File: config.mk
export PLATFORM = sky130hd
export DESIGN_NAME = qdrc_phy_bit_train
export DESIGN_NICKNAME = d
export VERILOG_FILES = /design/src/rtl/qdrc_phy_bit_train.sv
export SDC_FILE = /design/constraint.sdc
export NUM_CORES = 1
export LEC_CHECK = 0
export ABC_AREA = 0
export ABC_CLOCK_PERIOD_IN_PS = 5500
export CORE_MARGIN = 3
export CORE_UTILIZATION = 35
export DETAILED_ROUTE_END_ITERATION = 6
export PLACE_DENSITY = 0.58
export SLEW_MARGIN = 20
export SYNTH_ARGS = -nofsm -noshare
export SYNTH_HDL_FRONTEND = slang
export SYNTH_SLANG_ARGS = --single-unit
export TNS_END_PERCENT = 50
File: constraint.sdc
create_clock -name clk0 -period 5.5 [get_ports clk0]
set_clock_uncertainty 0.2 [all_clocks]
set_input_delay 0.825 -clock clk0 [delete_from_list [all_inputs] [get_ports clk0]]
set_output_delay 0.825 -clock clk0 [all_outputs]
set_load 0.05 [all_outputs]
File: src/rtl/qdrc_phy_bit_train.sv
// Per-bit read calibration: sweeps the input delay line over a 1,0 training stream,
// parks the tap at the centre of the widest stable eye, then resolves rise/fall phase.
module qdrc_phy_bit_train #(
  parameter int TAPS          = 64,
  parameter int TAP_W         = 6,
  parameter int SETTLE_CYCLES = 8,
  parameter int SAMPLE_CYCLES = 16,
  parameter int WIN_MIN       = 4
) (
  input  logic             clk0,
  input  logic             reset_n,
  input  logic             cal_start,
  input  logic             qdr_q_rise,
  input  logic             qdr_q_fall,
  output logic             dly_rst,
  output logic             dly_inc,
  output logic [TAP_W-1:0] tap_value,
  output logic             aligned,
  output logic             cal_done,
  output logic             cal_fail
);

  localparam int CNT_MAX = (SETTLE_CYCLES > SAMPLE_CYCLES) ? SETTLE_CYCLES : SAMPLE_CYCLES;
  localparam int CNT_W   = $clog2(CNT_MAX + 1);
  localparam logic [CNT_W-1:0] SETTLE_LAST = CNT_W'(SETTLE_CYCLES - 1);
  localparam logic [CNT_W-1:0] SAMPLE_LAST = CNT_W'(SAMPLE_CYCLES - 1);
  localparam logic [TAP_W-1:0] LAST_TAP    = TAP_W'(TAPS - 1);
  localparam logic [TAP_W:0]   WIN_MIN_L   = (TAP_W+1)'(WIN_MIN);

  typedef enum logic [3:0] {
    IDLE, RST, SETTLE, SAMPLE, NEXT, CENTER_RST, CENTER_INC,
    CENTER_SETTLE, PHASE, DONE, FAIL
  } state_t;

  state_t           state, state_nxt;
  logic [CNT_W-1:0] cnt;
  logic [1:0]       ref_pair;
  logic             pair_ok;
  logic [TAP_W-1:0] cur_start, best_start, target;
  logic [TAP_W:0]   cur_len, best_len;

  logic [1:0]       pair, samp_ref;
  logic             samp_ok, samp_stable, tap_stable;
  logic             settle_last, sample_last, last_tap, close_run, take_best, win_ok;
  logic [TAP_W:0]   run_len, new_best_len;
  logic [TAP_W-1:0] run_start, new_best_start, center;

  assign pair        = {qdr_q_rise, qdr_q_fall};
  assign settle_last = (cnt == SETTLE_LAST);
  assign sample_last = (cnt == SAMPLE_LAST);

  // The first sample cycle takes the incoming pair as reference, later ones compare.
  assign samp_ref    = (cnt == '0) ? pair : ref_pair;
  assign samp_ok     = (cnt == '0) ? 1'b1 : (pair_ok & (pair == ref_pair));
  assign samp_stable = samp_ok & (samp_ref[1] ^ samp_ref[0]);
  assign tap_stable  = pair_ok & (ref_pair[1] ^ ref_pair[0]);

  // On the last tap an open run is closed in the same cycle it is extended.
  assign last_tap       = (tap_value == LAST_TAP);
  assign run_len        = tap_stable ? (cur_len + (TAP_W+1)'(1)) : cur_len;
  assign run_start      = (tap_stable && (cur_len == '0)) ? tap_value : cur_start;
  assign close_run      = !tap_stable || last_tap;
  assign take_best      = close_run && (run_len > best_len);
  assign new_best_len   = take_best ? run_len : best_len;
  assign new_best_start = take_best ? run_start : best_start;
  assign center         = new_best_start + TAP_W'(new_best_len >> 1);
  assign win_ok         = (new_best_len >= WIN_MIN_L);

  always_ff @(posedge clk0 or negedge reset_n) begin
    if (!reset_n) state <= IDLE;
    else          state <= state_nxt;
  end

  always_comb begin
    state_nxt = state;
    dly_rst   = 1'b0;
    dly_inc   = 1'b0;
    case (state)
      IDLE, DONE, FAIL: if (cal_start) state_nxt = RST;
      RST: begin
        dly_rst   = 1'b1;
        state_nxt = SETTLE;
      end
      SETTLE: if (settle_last) state_nxt = SAMPLE;
      SAMPLE: if (sample_last) state_nxt = NEXT;
      NEXT: begin
        if (last_tap) begin
          state_nxt = win_ok ? CENTER_RST : FAIL;
        end else begin
          dly_inc   = 1'b1;
          state_nxt = SETTLE;
        end
      end
      CENTER_RST: begin
        dly_rst   = 1'b1;
        state_nxt = (target == '0) ? CENTER_SETTLE : CENTER_INC;
      end
      CENTER_INC: begin
        dly_inc = 1'b1;
        if ((tap_value + TAP_W'(1)) == target) state_nxt = CENTER_SETTLE;
      end
      CENTER_SETTLE: if (settle_last) state_nxt = PHASE;
      PHASE: if (sample_last) state_nxt = samp_stable ? DONE : FAIL;
      default: state_nxt = IDLE;
    endcase
  end

  always_ff @(posedge clk0 or negedge reset_n) begin
    if (!reset_n) begin
      cnt        <= '0;
      ref_pair   <= '0;
      pair_ok    <= 1'b0;
      cur_start  <= '0;
      cur_len    <= '0;
      best_start <= '0;
      best_len   <= '0;
      target     <= '0;
      tap_value  <= '0;
      aligned    <= 1'b0;
      cal_done   <= 1'b0;
      cal_fail   <= 1'b0;
    end else begin
      if ((state == SETTLE || state == CENTER_SETTLE || state == SAMPLE || state == PHASE)
          && state_nxt == state)
        cnt <= cnt + CNT_W'(1);
      else
        cnt <= '0;

      case (state)
        IDLE, DONE, FAIL: begin
          if (cal_start) begin
            cal_done   <= 1'b0;
            cal_fail   <= 1'b0;
            aligned    <= 1'b0;
            cur_start  <= '0;
            cur_len    <= '0;
            best_start <= '0;
            best_len   <= '0;
            target     <= '0;
          end
        end
        RST, CENTER_RST: tap_value <= '0;
        SAMPLE: begin
          ref_pair <= samp_ref;
          pair_ok  <= samp_ok;
        end
        NEXT: begin
          cur_start  <= run_start;
          cur_len    <= close_run ? '0 : run_len;
          best_start <= new_best_start;
          best_len   <= new_best_len;
          if (last_tap) begin
            if (win_ok) target <= center;
            else        cal_fail <= 1'b1;
          end else begin
            tap_value <= tap_value + TAP_W'(1);
          end
        end
        CENTER_INC: tap_value <= tap_value + TAP_W'(1);
        PHASE: begin
          ref_pair <= samp_ref;
          pair_ok  <= samp_ok;
          if (sample_last) begin
            if (samp_stable) begin
              cal_done <= 1'b1;
              aligned  <= (samp_ref == 2'b10);
            end else begin
              cal_fail <= 1'b1;
              aligned  <= 1'b0;
            end
          end
        end
        default: ;
      endcase
    end
  end

endmodule

==> key figures <==
Status
  • Run status: complete, no violations

Routing
  • Drt pass-1 iters: 4
  • 1st-iter DRT viols: 172
  • Vias: 3,051
  • Wire length per cell after detailed routing: 15.3 um
  • DRC viols: 0
  • Routed Antenna Nets: 0
  • Via density: 5.44
  • Routed WL: 8.60 mm

Layout
  • Design area: 0.00401 sq mm
  • Nets@finish: 452
  • Share of layout cells above drive strength 1: 0.0514
  • # diodes: 0
  • Most common cell after layout, fill and taps aside: dfrtp_1
  • Synthesis-to-layout area growth: 9.84%
  • Most frequent cells in the layout: 53 x dfrtp_1, 50 x nand2_1, 45 x o21ai_0

STA
  • Max Clk Rate: 205 MHz
  • Final Slew Violations: 0
  • Final period utilization: 0.887
  • Final setup fails: 0
  • Total negative setup slack: 0 ps
  • Final Hold Viols: 0
  • Rel. slew slack: 0.389
  • RSZ-0062 raised after global routing: no
  • Min Tclk post-route: 4880 ps
  • Worst-Margin Slew: 909 ps

Clock network
  • Worst-skew pair later-pin latency: 310 ps
  • Clock slew at reported path FFs: 100 ps
  • Cts repair resizes: 0
  • CTS Hold Buffers Added: 0
  • Postcts setup bufs: 0
  • CTS tree: yes
  • CTS max path bufs: 2
  • Clock sink total: 53
  • CTS Buf Count: 5
  • H-Tree Depth: 2
  • Clock Tree Root: clkbuf_8

Synth
  • Post-synth cell types: 56
  • Synth warn: 0
  • Post-synth EDFFs: 0
  • Top FF cell, synth: dfrtp_1
  • Top cell type's share of synthesized area: 0.363
  • Post-Syn Nets: 449
  • Seq/Total Area, Yosys: 0.363
  • Asr flop ratio synth: 1.00
  • Cells after Synth: 424
  • #FFs+latches synth: 53
  • Syn Area/Cell: 8.61 sq um
  • Most area-consuming cells after synthesis: dfrtp_1 36%, ha_1 6.5%, o21ai_0 6.2%
  • Largest area contributor in the netlist: dfrtp_1
  • Synth Cell Area: 0.00365 sq mm

Worst setup path
  • Reg2reg path depth: 17
  • CP Data Required Time: 5540 ps
  • CP Launch Type: flop
  • Crit path DAT: 4920 ps
  • Worst setup path class: flop to flop
  • Max FO, Critical Path: 19
  • CP Capture Type: flop

Global route
  • GRT overflow: 0
  • Vias in the first global route: 2,997
  • First-pass GRT wire length: 15.1 mm
  • Gr usage total: 0.160
  • Initial antenna violation count: 0
  • Pin count of the biggest net entering global routing: 54

Die
  • Die width: 108 um
  • IO Pins: 16
  • # rows: 36
  • DIE AREA: 0.0117 sq mm
  • Die height: 108 um
  • Starting Density: 0.367
  • Core ar.: 0.00995 sq mm

Power
  • PwrDens: 535 mW/mm^2
  • Leak: 1.80 nW
  • Worst vdd ir: 0.000257 V

Place
  • Cell Area, Placed: 0.00389 sq mm
  • Post-DP HPWL: 6.23 mm
  • Final GP Congestion: 0.867
  • IO Port Bufs: 15

Run
  • Max-cap violations: 0

Worst hold path
  • Worst min-delay path class: flop to flop
  • Hold depth: 2
per-stage QoR:
| stage | total power [W] | setup WS, ps | cells | hold WS [ps] | utilization |
|---|---|---|---|---|---|
| floorplan | 0.00159 | 1120 | 424 | 249 | - |
| global placement | 0.00185 | 847 | 553 | 270 | 0.391 |
| detailed placement | 0.00188 | 630 | 553 | 278 | 0.391 |
| CTS | 0.00218 | 591 | 561 | 302 | 0.403 |
| global route | 0.00237 | 171 | 561 | 318 | 0.403 |
| finish | 0.00215 | 621 | 561 | 292 | 0.403 |
cells in the mapped netlist, drive strengths merged, types with 4 or more instances:
master	n
nand4	5
clkbuf	14
mux2i	16
nor3	15
ha	19
o21ai	46
nand2	50
o31ai	6
inv	26
nand3	13
xnor2	11
buf	7
a21oi	15
nor2	31
a22o	6
nor2b	5
a31oi	8
and3	4
dfrtp	53
mux2	6
nand2b	8
xor2	10
cell type report:
| class | count | area [sq um] |
|---|---|---|
| fill | 997 | 5940 |
| clock inverter | 1 | 30.0 |
| multi-input combinational | 324 | 2140 |
| clock buffer | 7 | 86.3 |
| timing repair buffer | 17 | 160 |
| sequential | 53 | 1330 |
| tap | 133 | 166 |
| inverter | 26 | 97.6 |
flip-flops by register name (all words and copies together) (netlist names), 2 cells and up:
signal      flops
best_start      6
cur_start       6
cur_len         7
ref_pair        2
target          6
tap_value       6
state           4
cnt             5
best_len        7
logic make-up after synthesis:
kind of cell / after synthesis / share of synthesized area
AO/OA/AOI/OAI: 109 / 0.193
XOR/XNOR: 22 / 0.0586
adder cells (fa/ha/maj): 20 / 0.0706
buffers and inverters: 47 / 0.0497
flip-flops: 53 / 0.363
multiplexers: 22 / 0.0624
AND/OR/NAND/NOR: 151 / 0.202
critical path: stages (launching register included):
cell and delay [ps]:
dfrtp_1 450, xnor2_2 430, nor2_1 210, nand4_1 150, xor2_1 320, inv_1 90, ha_1 290, a211oi_1 210
o21bai_1 120, o211ai_2 520, o21ai_0 320, ha_1 340, a21o_1 160, a21oi_1 240, o21bai_1 110, a21oi_1 210
xnor3_1 330, mux2i_1 120
routing by layer:
metal | wire, um | vias to the layer above | part of all wire | GRT usage
met3 | 264 | 7 | 0.031 | 0.0257
met4 | 110 | 0 | 0.013 | 0.0469
met1 | 4240 | 1481 | 0.49 | 0.228
li1 | - | 1518 | - | -
met5 | 0 | - | 0 | 0
met2 | 3990 | 45 | 0.46 | 0.251
where the power goes:
part           switching, W  internal, W  total (W)  leakage, nW
Combinational      0.000665     0.000508    0.00117         1.05
Sequential         0.000177     0.000512   0.000689        0.687
Clock              0.000135     0.000149   0.000284       0.0585
Total              0.000977      0.00117    0.00215         1.80
path summary, 6_finish.rpt:
check                      slack, ps            end           from
max                              620      target[5]    ref_pair[1]
min                              290  best_start[4]  best_start[4]
max reg2reg                      620      target[5]    ref_pair[1]
min reg2reg                      290  best_start[4]  best_start[4]
max in group asynchronous       4200   tap_value[3]        reset_n
min in group asynchronous        450  best_start[3]        reset_n
Note: power is estimated with default switching activity, not from simulation.
